[src/rtl/uart_baud_generator_frac.sv]
// Fractional UART baud-rate generator built on a phase accumulator.
// Each enabled cycle the accumulator gains inc = baud * OVERSAMPLE. Whenever
// it reaches the clock frequency F, F is subtracted and an oversample tick is
// issued. Over F cycles exactly inc ticks are produced, so the long-term rate
// error is zero. A sample counter that runs off the ticks drives the bit
// strobes and a 50%-duty baud clock.
//
// Strobe semantics: os_tick, mid_bit and bit_tick are single-cycle,
// registered pulses. mid_bit and bit_tick only ever fire together with
// os_tick. sampling_pulse and the_new_generated_clock update on the same
// edge as the tick that moves them. Downstream logic samples them without a
// handshake.
module uart_baud_generator_frac #(
  parameter int WIDTH      = 32,
  parameter int OVERSAMPLE = 16,
  parameter int SAMPLE_W   = $clog2(OVERSAMPLE)
) (
  input  logic                clk,
  input  logic                rst,
  input  logic                enable,
  input  logic                restart,
  input  logic [WIDTH-1:0]    Baud_Rate_Holding_Register,
  input  logic [WIDTH-1:0]    clock_frequency_register,
  output logic                os_tick,
  output logic [SAMPLE_W-1:0] sampling_pulse,
  output logic                mid_bit,
  output logic                bit_tick,
  output logic                the_new_generated_clock,
  output logic                cfg_error
);

  // inc needs WIDTH+SAMPLE_W bits to hold baud*OVERSAMPLE without loss.
  // One more bit lets acc+inc (both below 2F) be formed without overflow.
  localparam int IW = WIDTH + SAMPLE_W;
  localparam int AW = IW + 1;

  // Counter values whose increment wraps to 0 or lands on the bit centre.
  localparam logic [SAMPLE_W-1:0] CNT_LAST     = SAMPLE_W'(OVERSAMPLE - 1);
  localparam logic [SAMPLE_W-1:0] CNT_HALF_PRE = SAMPLE_W'(OVERSAMPLE / 2 - 1);

  logic [AW-1:0]    acc;
  logic [WIDTH-1:0] baud_shadow;
  logic [WIDTH-1:0] freq_shadow;

  logic [IW-1:0]    inc;
  logic [AW-1:0]    inc_x;
  logic [AW-1:0]    freq_x;
  logic [AW-1:0]    sum;
  logic             tick_due;
  logic             cfg_bad;
  logic             clear_evt;

  // OVERSAMPLE is a power of two, so the multiply is a left shift.
  assign inc    = {Baud_Rate_Holding_Register, {SAMPLE_W{1'b0}}};
  assign inc_x  = {1'b0, inc};
  assign freq_x = {{(SAMPLE_W + 1){1'b0}}, clock_frequency_register};

  assign sum      = acc + inc_x;
  assign tick_due = (sum >= freq_x);

  // A zero rate, a zero clock, or more ticks requested than clock cycles
  // cannot be generated.
  assign cfg_bad = (Baud_Rate_Holding_Register == '0) ||
                   (clock_frequency_register == '0) ||
                   (inc_x > freq_x);

  // Any register edit, or an explicit restart, realigns the bit phase.
  assign clear_evt = restart ||
                     (Baud_Rate_Holding_Register != baud_shadow) ||
                     (clock_frequency_register != freq_shadow);

  // Shadows track the last-seen configuration. Reloading every cycle is the
  // same as reloading on a mismatch.
  always_ff @(posedge clk or negedge rst) begin
    if (!rst) begin
      baud_shadow <= '0;
      freq_shadow <= '0;
    end else begin
      baud_shadow <= Baud_Rate_Holding_Register;
      freq_shadow <= clock_frequency_register;
    end
  end

  // Configuration check, registered so it lags a register change by one cycle.
  always_ff @(posedge clk or negedge rst) begin
    if (!rst) begin
      cfg_error <= 1'b0;
    end else begin
      cfg_error <= cfg_bad;
    end
  end

  // Accumulator, sample counter, strobes and baud clock.
  // Priority: clear event, then invalid-config hold, then enable.
  always_ff @(posedge clk or negedge rst) begin
    if (!rst) begin
      acc                     <= '0;
      sampling_pulse          <= '0;
      os_tick                 <= 1'b0;
      mid_bit                 <= 1'b0;
      bit_tick                <= 1'b0;
      the_new_generated_clock <= 1'b0;
    end else if (clear_evt) begin
      // Any tick due in this cycle is discarded.
      acc                     <= '0;
      sampling_pulse          <= '0;
      os_tick                 <= 1'b0;
      mid_bit                 <= 1'b0;
      bit_tick                <= 1'b0;
      the_new_generated_clock <= 1'b0;
    end else if (cfg_error) begin
      // Counter and clock level keep their values. The preceding clear event
      // has already zeroed them.
      acc      <= '0;
      os_tick  <= 1'b0;
      mid_bit  <= 1'b0;
      bit_tick <= 1'b0;
    end else if (enable) begin
      os_tick  <= tick_due;
      mid_bit  <= tick_due && (sampling_pulse == CNT_HALF_PRE);
      bit_tick <= tick_due && (sampling_pulse == CNT_LAST);
      if (tick_due) begin
        acc            <= sum - freq_x;
        sampling_pulse <= sampling_pulse + SAMPLE_W'(1);
        if (sampling_pulse == CNT_HALF_PRE) begin
          the_new_generated_clock <= 1'b1;
        end else if (sampling_pulse == CNT_LAST) begin
          the_new_generated_clock <= 1'b0;
        end
      end else begin
        acc <= sum;
      end
    end else begin
      // Disabled: phase, counter and clock level are frozen.
      os_tick  <= 1'b0;
      mid_bit  <= 1'b0;
      bit_tick <= 1'b0;
    end
  end

endmodule

[config.mk]
export PLATFORM = sky130hd
export DESIGN_NAME = uart_baud_generator_frac
export DESIGN_NICKNAME = d
export VERILOG_FILES = /design/src/rtl/uart_baud_generator_frac.sv
export SDC_FILE = /design/constraint.sdc
export NUM_CORES = 1
export LEC_CHECK = 0
export BUFFER_PORTS_ARGS = -buffer_cell sky130_fd_sc_hd__buf_2
export CORE_AREA = 2 2 112 168
export DETAILED_ROUTE_END_ITERATION = 10
export DIE_AREA = 0 0 114 170
export PLACE_DENSITY = 0.71
export SYNTH_ARGS = -nofsm -noshare
export SYNTH_HDL_FRONTEND = slang
export SYNTH_SLANG_ARGS = --single-unit
[constraint.sdc]
create_clock -name clk -period 4.65 [get_ports clk]
set_input_delay 0.93 -clock clk [delete_from_list [all_inputs] [get_ports clk]]
set_output_delay 0.93 -clock clk [all_outputs]
set_load 0.05 [all_outputs]
==> flow_summary.toml <==
[yosys]
synth_edf_count = 0
ys_ff_latch = 110
netlist_instances = 970
syn_area_um2 = 8830
netlist.area_leader.share_pct = 31.2
yosys_warnings = 0
synth_cell_types = 80
synth_top_cell_by_area = "dfrtp_1"
syn-num-nets = 1133
synth_area_leaders = "dfrtp_1 (31%), ha_1 (13%), xnor2_1 (5.5%), xor2_1 (4.5%), a21oi_1 (4.3%)"
syn_avg_cell_area_um2 = 9.10
postSynth.asyncResetShare_pct = 100
ys.flop_type = "dfrtp_1"
yosysSeqAreaShare_pct = 31.2

[detailed_routing]
vias = 9059
drc = 0
drt_first_pass_iters = 5
wl_per_cell_um = 22.1
ant_nets = 0
drt_iter0_markers = 518
vias_per_cell = 5.98
wirelength_um = 33500

[cells_and_area]
fillCellCount = 1480
areaGrowthSynthToFinish_pct = 37.9
fin_cells = 1514
mostFrequentLayoutCell = "buf_4"
diodes = 0
mostFrequentLayoutCells = "buf_4 (239), dfrtp_1 (110), ha_1 (88)"
nets = 1455
fin_util_pct = 68.2
multiInputGateArea_um2 = 6100
drive_gt1_share_pct = 33.3
stdcell_area_um2 = 12200
seq_area_um2 = 2750

[timing]
period_needed_ns = 5.09
hold_viol_final = 0
setup_viol_count_final = 45
worst_slack_ns = -0.438
fin_skew_ns = 0.00992
drv_slew = 0
setup-tns-final_ns = -12.91
period_share_pct = 109
max_freq_mhz = 197
rsz0062_at_grt = "yes"
relSlewSlack_pct = 52.9
tightest_slew_ns = 0.689

[clocking]
cts_max_level = 3
cts_hold_buf = 0
cts_made_buffers = 9
cts-root-buf = "clkbuf_16"
clkLatencyLatePin_ns = 0.38
path_clk_slew_ns = 0.08
tritoncts = "yes"
clock_sinks = 110
cts_max_path_buffers = 2

[floorplanning]
core_um2 = 17900
start_util_pct = 49.4
fp.dieArea_um2 = 19400
boundaryPins = 77
dieWidth_um = 114
rows = 60
die_h_um = 170

[placed_design]
port_buffers = 76
post_dp_cell_area_um2 = 11200
gp_congestion = 1.00
hpwlAfterDp_um = 26600
placed_cells = 1470

[worst_hold_path]
hold_path.class = "flop to flop"

[critical_path]
end_kind = "flop"
crit_fanout = 6
start_kind = "input pin"
critical_path_required_ns = 4.95
arrival_ns = 5.39
worstSetupPathType = "input pin to flop"

[outcome]
outcome = "complete, but fails checks"
failed_checks = "negative setup slack"

[global_routing]
grt_util_all_layers_pct = 34.9
grt_pass1_vias = 9278
grt_start_max_net_pins = 45
grt_first_pass_wirelength_um = 50600
antenna_found_initial = 0
gr-total-overflow = 0

[power]
power_mw = 2.68
power.leakage_nw = 6.14
worst_ir_drop_vdd_v = 0.000156
p_per_area_nw_per_um2 = 220

[flow_run]
maxCapViolCount = 0
cells by family (layout without fill, tap and decap cells):
kind of cell	count (synthesis)	after routing	share of synthesized area, %
XOR/XNOR	100	100	9.92
buffers and inverters	85	412	4.22
AND/OR/NAND/NOR	251	251	15.2
adder cells (fa/ha/maj)	95	95	13.6
AO/OA/AOI/OAI	301	301	22.6
flip-flops	110	110	31.2
multiplexers	28	28	3.19
layer usage:
metal	track usage (%)	wire length, µm	up-vias
li1	-	-	4272
met1	38.0	12300	4353
met2	60.1	16400	299
met3	4.24	1280	135
met4	29.0	3500	0
met5	0	0	-
worst max-delay path: stages:
cell       delay, ns
buf_2           0.12
ha_1            0.36
a21oi_1         0.36
o21ai_0         0.19
a32oi_1         0.35
nand3_1         0.19
xnor2_2         0.20
ha_1            0.31
nand2_1         0.08
or4_4           0.58
a2111oi_4       0.21
nor3_2          0.10
a311o_1         0.29
nand3_2         0.09
nand3b_4        0.13
buf_6           0.11
nor2_4          0.05
buf_6           0.13
buf_6           0.13
or3_1           0.33
a21oi_2         0.15
worst paths after layout:
check                                                     from               to  slack [ns]  depth (start not counted)
min in group asynchronous                                  rst  baud_shadow[29]        0.54                          1
worst max register to register                         acc[10]           acc[0]       -0.24                         22
worst min register to register                         acc[18]          acc[18]        0.50                          2
worst max-delay path            Baud_Rate_Holding_Register[13]           acc[0]       -0.44                         21
max in group asynchronous                                  rst           acc[0]        3.18                          2
worst min-delay path                                   acc[18]          acc[18]        0.50                          2
sequential cells by signal, summed over array words and instances, names as in the netlist:
register                 flops
cfg_error                    1
mid_bit                      1
sampling_pulse               4
freq_shadow                 32
bit_tick                     1
baud_shadow                 32
the_new_generated_clock      1
acc                         37
os_tick                      1
stage by stage:
stage | hold WS [ns] | setup slack, ns
floorplan | 0.454 | -0.367
global placement | 0.472 | -0.841
detailed placement | 0.489 | -0.876
CTS | 0.509 | -0.345
global route | 0.526 | -0.608
finish | 0.500 | -0.438
cells in the mapped netlist, types with 9 or more instances:
cell type / instances
dfrtp_1: 110
ha_1: 93
a21oi_1: 75
nand2_1: 65
inv_1: 62
xnor2_1: 55
o21ai_0: 49
a21o_1: 46
xor2_1: 45
nor2_1: 39
nor4_1: 28
mux2i_1: 27
nand4_1: 26
o21ai_1: 17
nand3_1: 16
o21a_1: 13
nor3_1: 12
a211oi_1: 10
clkbuf_1: 10
nor2b_1: 10
o22ai_1: 9
power by group:
group / total, mW / internal [mW] / switching, mW
Clock: 0.846 / 0.395 / 0.451
Sequential: 0.997 / 0.984 / 0.0132
Combinational: 0.834 / 0.388 / 0.446
Total: 2.68 / 1.77 / 0.911
cell type report:
| cell class | count | share of cell area (%) |
|---|---|---|
| timing repair buffer | 334 | 20.5 |
| tap | 217 | 2.23 |
| clock buffer | 9 | 1.85 |
| multi-input combinational | 775 | 50.1 |
| inverter | 62 | 1.91 |
| sequential | 110 | 22.6 |
| clock inverter | 7 | 0.750 |
timing repair:
| item | CTS | global route |
|---|---|---|
| gates cloned | 3 | 0 |
| setup endpoints to repair | 45 | 45 |
| hold endpoints to repair | 0 | 0 |
| setup buffers | 20 | 8 |
| resized for setup | 56 | 35 |
| pin swaps | 32 | 17 |
Note: power is estimated with default switching activity, not from simulation.
